## src/rtl/game_pkg.sv

```systemverilog
// Shared board geometry, colour encoding and controller state type for the
// elimination game datapath.
package game_pkg;
   localparam int BOARD_N = 8;
   localparam int COLOR_W = 3;
   localparam int CELLS   = BOARD_N * BOARD_N;
   localparam int COL_W   = BOARD_N * COLOR_W;
   localparam logic [COLOR_W-1:0] EMPTY = 3'd0;

   typedef logic [CELLS*COLOR_W-1:0] board_t;

   typedef enum logic [2:0] {
      S_IDLE  = 3'd0,
      S_GROW  = 3'd1,
      S_CLEAR = 3'd2,
      S_FALL  = 3'd3,
      S_DONE  = 3'd4
   } elim_state_t;

   function automatic int idx(input int r, input int c);
      return r * BOARD_N + c;
   endfunction
endpackage

```

## src/rtl/board_gravity_step.sv

```systemverilog
// One combinational gravity step: every column independently drops the cells
// above its lowest hole by one row.
module board_gravity_step
   import game_pkg::*;
(
   input  board_t i_board,
   output board_t o_board,
   output logic   o_moved
);

   // Column vector holds row r at bits [r*COLOR_W +: COLOR_W]; MSB of result is the shift flag.
   function automatic logic [COL_W:0] drop_col(input logic [COL_W-1:0] col);
      int                 low;
      logic               hit;
      logic [COL_W-1:0]   res;
      low = -1;
      for (int r = 0; r < BOARD_N; r++)
         if (col[r*COLOR_W +: COLOR_W] == EMPTY) low = r;
      hit = 1'b0;
      for (int r = 0; r < BOARD_N; r++)
         if (r < low && col[r*COLOR_W +: COLOR_W] != EMPTY) hit = 1'b1;
      res = col;
      if (hit) begin
         for (int r = 0; r < BOARD_N; r++) begin
            if (r == 0) res[0 +: COLOR_W] = EMPTY;
            else if (r <= low) res[r*COLOR_W +: COLOR_W] = col[(r-1)*COLOR_W +: COLOR_W];
         end
      end
      return {hit, res};
   endfunction

   always_comb begin
      logic [COL_W-1:0] w_col;
      logic [COL_W:0]   w_res;
      o_board = i_board;
      o_moved = 1'b0;
      w_col   = '0;
      w_res   = '0;
      for (int c = 0; c < BOARD_N; c++) begin
         for (int r = 0; r < BOARD_N; r++)
            w_col[r*COLOR_W +: COLOR_W] = i_board[idx(r, c)*COLOR_W +: COLOR_W];
         w_res   = drop_col(w_col);
         o_moved = o_moved | w_res[COL_W];
         for (int r = 0; r < BOARD_N; r++)
            o_board[idx(r, c)*COLOR_W +: COLOR_W] = w_res[r*COLOR_W +: COLOR_W];
      end
   end

endmodule

```

## src/rtl/eliminate_ctrl.sv

```systemverilog
// Elimination move controller: flood-fills the selected colour group, clears it
// when it has two or more cells, then settles the board under gravity.
module eliminate_ctrl
   import game_pkg::*;
(
   input  logic         clk,
   input  logic         rst,
   input  logic         start,
   input  logic [3:0]   x,
   input  logic [3:0]   y,
   input  board_t       board_i,
   output logic         busy,
   output logic         done,
   output logic [6:0]   removed,
   output logic         bad_sel,
   output board_t       board_o
);

   localparam logic [CELLS-1:0] COL0_MASK = 64'h0101_0101_0101_0101;
   localparam logic [CELLS-1:0] COL7_MASK = 64'h8080_8080_8080_8080;

   elim_state_t          r_state;
   board_t               r_work;
   board_t               r_board_o;
   logic [CELLS-1:0]     r_mask;
   logic [COLOR_W-1:0]   r_color;
   logic [6:0]           r_removed;
   logic                 r_bad;
   logic                 r_done;

   logic [5:0]           w_sel_idx;
   logic [COLOR_W-1:0]   w_sel_color;
   logic                 w_sel_ok;
   logic [CELLS-1:0]     w_same;
   logic [CELLS-1:0]     w_nbr;
   logic [CELLS-1:0]     w_grow;
   logic [6:0]           w_cnt;
   board_t               w_cleared;
   board_t               w_fallen;
   logic                 w_moved;

   assign w_sel_idx   = {x[2:0], y[2:0]};
   assign w_sel_color = board_i[w_sel_idx*COLOR_W +: COLOR_W];
   assign w_sel_ok    = !x[3] && !y[3] && (w_sel_color != EMPTY);

   always_comb begin
      w_same    = '0;
      w_cleared = r_work;
      w_cnt     = '0;
      for (int i = 0; i < CELLS; i++) begin
         w_same[i] = (r_work[i*COLOR_W +: COLOR_W] == r_color);
         if (r_mask[i]) w_cleared[i*COLOR_W +: COLOR_W] = EMPTY;
         w_cnt = w_cnt + {6'd0, r_mask[i]};
      end
   end

   // Shifted copies of the mask; edge columns are cut so rows never wrap.
   assign w_nbr  = (r_mask << BOARD_N) | (r_mask >> BOARD_N)
                 | ((r_mask << 1) & ~COL0_MASK) | ((r_mask >> 1) & ~COL7_MASK);
   assign w_grow = r_mask | (w_nbr & w_same);

   board_gravity_step u_gravity (
      .i_board (r_work),
      .o_board (w_fallen),
      .o_moved (w_moved)
   );

   always_ff @(posedge clk or negedge rst) begin
      if (!rst) begin
         r_state   <= S_IDLE;
         r_work    <= '0;
         r_board_o <= '0;
         r_mask    <= '0;
         r_color   <= EMPTY;
         r_removed <= '0;
         r_bad     <= 1'b0;
         r_done    <= 1'b0;
      end else begin
         r_done <= 1'b0;
         case (r_state)
            S_IDLE: begin
               if (start) begin
                  r_removed <= '0;
                  r_bad     <= 1'b0;
                  if (w_sel_ok) begin
                     r_work  <= board_i;
                     r_color <= w_sel_color;
                     r_mask  <= 64'd1 << w_sel_idx;
                     r_state <= S_GROW;
                  end else begin
                     r_bad     <= 1'b1;
                     r_board_o <= board_i;
                     r_done    <= 1'b1;
                     r_state   <= S_DONE;
                  end
               end
            end
            S_GROW: begin
               if (w_grow == r_mask) begin
                  if (w_cnt < 7'd2) begin
                     r_board_o <= r_work;
                     r_done    <= 1'b1;
                     r_state   <= S_DONE;
                  end else begin
                     r_removed <= w_cnt;
                     r_state   <= S_CLEAR;
                  end
               end else begin
                  r_mask <= w_grow;
               end
            end
            S_CLEAR: begin
               r_work  <= w_cleared;
               r_state <= S_FALL;
            end
            S_FALL: begin
               if (w_moved) begin
                  r_work <= w_fallen;
               end else begin
                  r_board_o <= r_work;
                  r_done    <= 1'b1;
                  r_state   <= S_DONE;
               end
            end
            S_DONE:  r_state <= S_IDLE;
            default: r_state <= S_IDLE;
         endcase
      end
   end

   assign busy    = (r_state != S_IDLE);
   assign done    = r_done;
   assign removed = r_removed;
   assign bad_sel = r_bad;
   assign board_o = r_board_o;

endmodule

```

## config.mk

```make
export PLATFORM = sky130hd
export DESIGN_NAME = eliminate_ctrl
export DESIGN_NICKNAME = d
export VERILOG_FILES = /design/src/rtl/game_pkg.sv /design/src/rtl/board_gravity_step.sv /design/src/rtl/eliminate_ctrl.sv
export SDC_FILE = /design/constraint.sdc
export NUM_CORES = 1
export LEC_CHECK = 0
export CAP_MARGIN = 10
export CORE_MARGIN = 3
export CORE_UTILIZATION = 40
export CTS_BUF_LIST = sky130_fd_sc_hd__clkbuf_8
export CTS_CLUSTER_DIAMETER = 100
export DETAILED_ROUTE_END_ITERATION = 10
export SETUP_SLACK_MARGIN = 0.05
export SLEW_MARGIN = 0
export SYNTH_ARGS = -nofsm -noshare
export SYNTH_HDL_FRONTEND = slang
export SYNTH_SLANG_ARGS = --single-unit
```

## constraint.sdc

```tcl
create_clock -name clk -period 9.4 [get_ports clk]
set_clock_uncertainty 0.2 [all_clocks]
set_input_delay 1.88 -clock clk [delete_from_list [all_inputs] [get_ports clk]]
set_output_delay 1.88 -clock clk [all_outputs]
set_load 0.05 [all_outputs]
```

# Yosys cells after proc, flatten, opt, wreduce, memory -nomap -nowiden
# Cells that the tools add are included.
totals:
  ff_bits: 463
  out_inout_bits: 202
  wordCells: 1033
op_classes:
  addsub: 63
  mul: 1
  order_cmp: 121
  n_eq_ne: 205
  shifts: 2
  mux: 286
  n_bitwise: 12
  reduce_logical: 272
ops:
  columns: ["operator", "count"]
  rows:
  - ["32-bit two-way mux", 64]
  - ["192-bit two-way mux", 8]
  - ["192-bit one-hot mux with 3 select lines", 2]
  - ["4-bit by 32-bit less-or-equal comparator with 1-bit output, first input constant", 32]
  - ["4-bit by 32-bit less-than comparator with 1-bit output, first input constant", 32]
  - ["3-bit by 32-bit less-or-equal comparator with 1-bit output, first input constant", 16]
  - ["3-bit by 32-bit less-than comparator with 1-bit output, first input constant", 16]
  - ["7-bit by 1-bit adder with 7-bit output", 57]
  - ["7-bit AND reduction", 56]
  - ["3-bit two-way mux", 125]
  - ["2-bit by 32-bit less-or-equal comparator with 1-bit output, first input constant", 8]
  - ["1-bit by 32-bit less-than comparator with 1-bit output, first input constant", 8]
  - ["2-bit by 32-bit less-than comparator with 1-bit output, first input constant", 8]
  - ["3-bit nonzero test", 68]
  - ["3-bit logical NOT", 65]
  - ["3-bit == test", 64]
  - ["24-bit two-way mux", 8]
  - ["64-bit two-way mux", 3]
  - ["192-bit by 9-bit indexed part select with 3-bit output", 1]
  - ["2-bit != test, second input constant", 72]
  - ["2-bit by 1-bit != test with 1-bit output, second input constant", 65]
  - ["64-bit OR", 2]
  - ["64-bit one-hot mux with 2 select lines", 1]
  - ["1-bit two-way mux", 69]
  - ["other kinds (27)", 112]

# Depth between registers and ports, before layout
# Gate-level depths: netlist (run 1).
depth:
  depth_word: 67
  depth_mapped: 25
  ltp_nobuf: 23

# By module
# Synthesis (run 1) repeated with hierarchy kept, for this count alone.
unflattened:
  cells_unflattened: 3740
  hier_area_um2: 33985.1
modules_own_cells:
  columns: ["module", "instances", "cells_each", "area_per_inst_um2", "seq_area_each_um2"]
  rows:
  - ["eliminate_ctrl", 1, 3283, 30600.6, 11586.1]
  - ["board_gravity_step", 1, 457, 3384.5, 0.0]

# Worst setup path before layout (run 1)
# Ideal clock, no wire load.
synth_timing:
  kind: "flip-flop to flip-flop"
  startpoint: "reg r_mask[35]"
  endpoint: "reg r_board_o[74], in the netlist board_o[74]"
  setup_time_ns: 0.125
  arrival_ns: 6.898
  setup_slack_ns: 2.177
  stages_incl_launch_ff: 26
  cell_sequence: "dfrtp_1 -> inv_1 -> fa_1 -> inv_1 -> fa_1 -> fa_1 -> inv_1 -> fa_1 -> inv_1 -> fa_1 -> fa_1 -> fa_1 -> inv_1 -> fa_1 -> inv_1 -> ha_1 -> a21o_1 -> a21oi_1 -> o21bai_1 -> a21oi_1 -> xor2_1 -> and2_1 -> a211oi_4 -> buf_6 -> buf_6 -> mux2_4"
synth_between:
  elab_chain_cells: 32
  elab_cells_between_ends: 39
  classes_between: "add/sub: 29; order compare: 1; eq/ne: 3; bitwise: 5; reduce/logical: 1"
synth_rtl:
  columns: ["item", "line", "text"]
  rows:
  - ["from (decl)", "eliminate_ctrl.sv:25", "logic [CELLS-1:0] r_mask;"]
  - ["from (signal assigned)", "eliminate_ctrl.sv:88", "r_mask <= 64'd1 << w_sel_idx;"]
  - ["from (signal assigned)", "eliminate_ctrl.sv:109", "r_mask <= w_grow;"]
  - ["7-bit by 1-bit adder with 7-bit output (29 in series)", "eliminate_ctrl.sv:53", "w_cnt = w_cnt + {6'd0, r_mask[i]};"]
  - ["7-bit by 2-bit less-than comparator with 1-bit output", "eliminate_ctrl.sv:100", "if (w_cnt < 7'd2) begin"]
  - ["2-bit != test (no source line)", null, null]
  - ["6-bit AND reduction (no source line) (*)", null, null]
  - ["to (signal assigned)", "eliminate_ctrl.sv:92", "r_board_o <= board_i;"]
  - ["to (signal assigned)", "eliminate_ctrl.sv:101", "r_board_o <= r_work;"]
  - ["to (signal assigned)", "eliminate_ctrl.sv:120", "r_board_o <= r_work;"]
  - ["to (decl)", "eliminate_ctrl.sv:24", "board_t r_board_o;"]
# Mark *: on every way between the ends. The rest lies on a longest branch, timed or not.
# A chain may end at the register's enable or synchronous reset.

# Worst setup path after layout (run 1)
layout_timing:
  startpoint: "reg r_mask[37]"
  endpoint: "reg r_board_o[112], in the netlist board_o[112]"
layout_between:
  elab_chain_cells: 30
  elab_cells_between_ends: 37
  classes_between: "add/sub: 27; order compare: 1; eq/ne: 3; bitwise: 5; reduce/logical: 1"
layout_rtl:
  columns: ["item", "line"]
  rows:
  - ["7-bit by 1-bit adder with 7-bit output (27 in series)", "eliminate_ctrl.sv:53"]
  - ["7-bit by 2-bit less-than comparator with 1-bit output", "eliminate_ctrl.sv:100"]
  - ["2-bit != test (no source line)", null]
  - ["6-bit AND reduction (no source line) (*)", null]
# Marked as above.

==> metrics.yaml, run 1 <==
sta:
  drv_slew: 6
  tightestPinTransition_ps: 1530
  setup_viol: 0
  clock.fmax_mhz: 122
  rsz0062_at_grt: "no"
  relSlewSlack_pct: -3.01
  final_hold_viol_count: 0
  fin_crit_ps: 8170
  setup_tns_ps: 0
  fin_ws_ps: 1230
  fin_crit_sh_pct: 86.9
placement:
  io_buffers: 404
  hpwl_mm: 124
  post-place-ws_ps: 1280
  routabilityCongestion: 1.05
  post-place-cells: 4609
setup_path:
  r2r-start: "r_mask[37]$_DFFE_PN0P_"
  crit_chain: "inv_1, fa_1, inv_1, fa_1, fa_1, inv_1, fa_1, inv_1, fa_1, fa_1, fa_1, inv_1, fa_1, inv_1, ha_1, a21o_1, a21oi_1, o21bai_1, a21oi_1, xor2_1, and2_1, a211oi_4, buf_12, mux2_1"
  critPathLaunch: "r_mask[37]$_DFFE_PN0P_"
  worstSetupStartpointType: "register"
  r2r-end: "board_o[112]$_DFFE_PN0P_"
  r2r_slack_ps: 1230
  critical_path_class: "reg2reg"
  reg2reg_depth: 24
  critPathMaxStageDelay_ps: 600
  slowest_stage: "fa_1"
  crit_arrival_ps: 8560
  end_kind: "register"
  crit_required_ps: 9790
  crit_top_cell: "fa_1"
  path_delay_family: "adder cells"
  path_buf_inv: 7
  cp_max_fo: 87
synthesis:
  synth_nets: 3588
  async_flop_share_pct: 100
  synth-seq-cells: 463
  syn_avg_cell_area_um2: 9.46
  yosys_warnings: 0
  synth_flop_cell: "dfrtp_1"
  synth_edf_count: 0
  synth_common_cells: "nand2_1, dfrtp_1, o21ai_0"
  ys_seq_area_share_pct: 36.9
  synth.distinct_cells: 80
  syn_area_um2: 31400
  yosysMostFrequentCell: "nand2_1"
  synthTopCellsByArea: "dfrtp_1, nand2_1, mux2_2"
  synth_top_area_cell: "dfrtp_1"
  netlist_instances: 3316
  synth_top_area_share_pct: 36.9
floorplan:
  die_h_um: 286
  io_pins: 405
  core_area_um2: 77600
  initial_core_util_pct: 40.4
  die_w_um: 286
  fp-row-count: 102
  dieArea_um2: 81800
clock_network:
  cts_max_level: 3
  clkSinkCount: 463
  cts_hold_buf: 0
  clock_latency_ps: 740
  cts_resized: 0
  root_buffer: "clkbuf_8"
  cts_buffers: 89
  post-cts-setup-buffer-count: 0
  cts_tree: "yes"
  cts.clk_slew.worst_paths_ps: 60
  clockBufferDepth: 3
cells_and_area:
  n_fill_cell: 7568
  final_util_pct: 49.1
  final_cells: 4780
  syn2layout_area_growth_pct: 21.3
  drive_gt1_share_pct: 14.8
  regArea_um2: 11600
  finalNetCount: 3932
  multiInputGateArea_um2: 18200
routing:
  wl_mm: 163
  dr.pass1.iters: 7
  routed-wl-met2_mm: 68.1
  wl_met3_mm: 20.2
  wl_met1_mm: 65.1
  wl_per_cell_um: 34.2
  drtIter0Drc: 3954
  drc: 0
  dr.max_layer_used: "met5"
  ant_nets: 0
  dr_total_vias: 30100
  routed_via_density: 6.30
hold_path:
  holdPathStages: 1
  hold_path_class: "reg2reg"
  hold_start: "board_o[43]$_DFFE_PN0P_"
  holdPathEnd: "board_o[43]$_DFFE_PN0P_"
grt:
  grt_pass1_vias: 28800
  grt_max_degree: 161
  antenna_found_initial: 22
  grt_overflow: 0
  grt_pass1_wl_mm: 226
  grt.total_usage_pct: 39.1
status:
  status: "finished with violations"
  violations: "capacitance limit, slew limit"
flow_run:
  maxCapViolations: 1
==> layout make-up <==
cell class	count	area share, %
Multi-Input combinational cell	2517	47.9
Sequential cell	463	30.5
Timing Repair Buffer	463	12.0
Clock buffer	107	3.87
Tap cell	1040	3.42
Inverter	126	1.24
Clock inverter	48	0.989
Antenna cell	16	0.105
==> logic make-up (layout without fill, tap and decap cells) <==
| group | count (synthesis) | in the layout | share of synthesized area (%) |
|---|---|---|---|
| other cells | 0 | 16 | 0 |
| xor+xnor | 196 | 196 | 5.47 |
| buf+inv | 336 | 744 | 5.18 |
| fa+ha+maj | 69 | 69 | 4.04 |
| flops | 463 | 463 | 36.9 |
| compound gates | 576 | 576 | 12.5 |
| mux | 431 | 431 | 18.1 |
| simple gates | 1245 | 1245 | 17.8 |
==> worst max-delay path by stage <==
stage,cells after the start,endpoint,slack (ps)
final,24,board_o[112]$_DFFE_PN0P_,1230
after global routing,24,board_o[112]$_DFFE_PN0P_,920
after CTS,24,board_o[112]$_DFFE_PN0P_,1290
after detailed placement,24,board_o[103]$_DFFE_PN0P_,1280
after global placement,24,board_o[112]$_DFFE_PN0P_,1290
after floorplan,25,board_o[74]$_DFFE_PN0P_,2180
==> layout by cell type (no fill, tap or decap), types with 85 or more instances in the layout <==
cell type          n
nand3_1           94
a22o_1           106
inv_1            150
clkdlybuf4s50_1  401
nand2_1          783
clkbuf_8         107
o21ai_0          202
mux2_4            85
xnor2_1          129
dfrtp_1          459
mux2_2           184
==> flip-flops by register name, indices dropped and copies added (netlist names) <==
signal	cells
r_state	3
r_work	192
r_color	3
bad_sel	1
done	1
removed	7
r_mask	64
board_o	192
==> per-stage QoR <==
| stage | cell area [um^2] | hold slack (ps) |
|---|---|---|
| floorplan | 31400 | 330 |
| global placement | 36200 | 274 |
| detailed placement | 36200 | 280 |
| CTS | 38000 | 295 |
| global route | 38000 | 304 |
| finish | 38100 | 291 |
==> metal layers <==
layer  GRT usage, %  up-vias
li1               -    12400
met1           52.0    15100
met2           55.9     2134
met3           13.4      475
met4           20.6       10
met5              0        -
Power of run 1 is left out: the tool's default activity adds up to more than one toggle a clock period on the data nets, which glitch-free logic cannot reach.
==> inputs of run 2 (changes only) <==
CTS_BUF_LIST = sky130_fd_sc_hd__clkbuf_8 sky130_fd_sc_hd__clkbuf_16   (was sky130_fd_sc_hd__clkbuf_8)
==> run 2 against run 1 <==
Against the previous run:
- the run now ends clean
- cell count down 1.0%
- first-iteration DRC count up 7.0%
- global-route usage down 0.15 points
- non-clock buffer count unchanged
- maximum frequency fell by 0.77%
- wire length shrank 0.12%
- sequential share of layout area decreased by 0.14 points
- clock-buffer cell count fell by 32
- flip-flop and latch count did not move
- die area did not move
- utilization grew 0.22 points
- register-to-register slack worse by 60 ps
- critical endpoint is now board_o[103]$_DFFE_PN0P_
==> metrics.yaml, run 2 (synthesized netlist as in run 1, its figures left out) <==
status:
  status: "complete, no violations"
setup_path:
  crit_arrival_ps: 8550
  cp_max_fo: 87
  r2r-start: "r_mask[47]$_DFFE_PN0P_"
  critical_path_class: "reg2reg"
  worstSetupStartpointType: "register"
  reg2reg_depth: 24
  critPathMaxStageDelay_ps: 650
  r2r-end: "board_o[103]$_DFFE_PN0P_"
  slowest_stage: "fa_1"
  end_kind: "register"
  crit_required_ps: 9720
  crit_top_cell: "fa_1"
  r2r_slack_ps: 1170
  path_buf_inv: 7
  path_delay_family: "adder cells"
  crit_chain: "inv_1, fa_1, inv_1, fa_1, fa_1, inv_1, fa_1, inv_1, fa_1, fa_1, fa_1, inv_1, fa_1, inv_1, ha_1, a21o_1, a21oi_1, o21bai_1, a21oi_1, xor2_1, and2_1, a211oi_4, buf_12, mux2_1"
clock_network:
  cts_max_level: 2
  root_buffer: "clkbuf_16"
  clockBufferDepth: 3
  cts_tree: "yes"
  clock_latency_ps: 650
  cts_hold_buf: 0
  post-cts-setup-buffer-count: 0
  cts_resized: 0
  cts_buffers: 59
  cts.clk_slew.worst_paths_ps: 60
  clkSinkCount: 463
grt:
  grt.total_usage_pct: 38.9
  antenna_found_initial: 24
  grt_overflow: 0
  grt_pass1_wl_mm: 226
  grt_pass1_vias: 28400
  grt_max_degree: 161
sta:
  drv_slew: 0
  tightestPinTransition_ps: 1390
  relSlewSlack_pct: 6.31
  fin_crit_sh_pct: 87.5
  fin_ws_ps: 1170
  setup_viol: 0
  setup_tns_ps: 0
  rsz0062_at_grt: "no"
  fin_crit_ps: 8230
  whs_ps: 290
  clock.fmax_mhz: 122
  final_hold_viol_count: 0
placement:
  io_buffers: 404
  post-place-ws_ps: 1280
  hpwl_mm: 124
  routabilityCongestion: 1.05
floorplan:
  die_w_um: 286
  fp-row-count: 102
  die_h_um: 286
  core_area_um2: 77600
  dieArea_um2: 81800
  io_pins: 405
  initial_core_util_pct: 40.4
cells_and_area:
  final_cell_mix: "nand2_1, dfrtp_1, clkdlybuf4s50_1"
  regArea_um2: 11600
  multiInputGateArea_um2: 18200
  syn2layout_area_growth_pct: 21.9
  final_common_cell: "nand2_1"
  n_fill_cell: 7503
  drive_gt1_share_pct: 14.3
  finalNetCount: 3902
  final_util_pct: 49.3
routing:
  ant_nets: 0
  drtIter0Drc: 4229
  wl_mm: 163
  drc: 0
  wl_per_cell_um: 34.5
  dr.pass1.iters: 6
  dr_total_vias: 30100
  routed_via_density: 6.35
flow_run:
  maxCapViolations: 0
hold_path:
  hold_path_class: "reg2reg"
  hold_start: "board_o[43]$_DFFE_PN0P_"
  holdPathEnd: "board_o[43]$_DFFE_PN0P_"
  holdPathStages: 1
[run 2: metal layers]
metal	routed length, um	track usage (%)	up-vias
met5	54	0	-
li1	-	-	12300
met2	68000	55.6	2125
met4	10000	20.1	8
met1	65300	53.0	15100
met3	19700	11.8	459
[run 2: worst register-to-register path: stages (launching register included)]
cell and delay [ps]:
dfrtp_1 500, inv_1 210, fa_1 650, inv_1 90, fa_1 390, fa_1 500
inv_1 60, fa_1 520, inv_1 50, fa_1 520, fa_1 440, fa_1 550
inv_1 50, fa_1 590, inv_1 60, ha_1 280, a21o_1 180, a21oi_1 220
o21bai_1 100, a21oi_1 190, xor2_1 140, and2_1 200, a211oi_4 320, buf_12 370
mux2_1 720
[run 2: worst max-delay path by stage]
stage	slack, ps	end	startpoint	cells after the start
after floorplan	2180	board_o[74]$_DFFE_PN0P_	r_mask[35]$_DFFE_PN0P_	25
after global placement	1290	board_o[112]$_DFFE_PN0P_	r_mask[35]$_DFFE_PN0P_	24
after detailed placement	1280	board_o[103]$_DFFE_PN0P_	r_mask[35]$_DFFE_PN0P_	24
after CTS	1260	board_o[103]$_DFFE_PN0P_	r_mask[35]$_DFFE_PN0P_	24
after global routing	900	board_o[103]$_DFFE_PN0P_	r_mask[35]$_DFFE_PN0P_	24
final	1170	board_o[103]$_DFFE_PN0P_	r_mask[47]$_DFFE_PN0P_	24
[run 2: cell type report]
type,instances,share of cell area [%]
multi-input combinational,2517,47.7
sequential,463,30.3
timing repair buffer,463,11.9
clock buffer,75,4.50
tap,1040,3.40
inverter,126,1.24
clock inverter,35,0.815
antenna,13,0.0851
[run 2: through the flow]
step,cells,cell area (um^2)
finish,4732,38200
global route,4719,38200
CTS,4719,38200
detailed placement,4609,36200
global placement,4609,36200
floorplan,3316,31400
Power of run 2 is left out for the same reason.
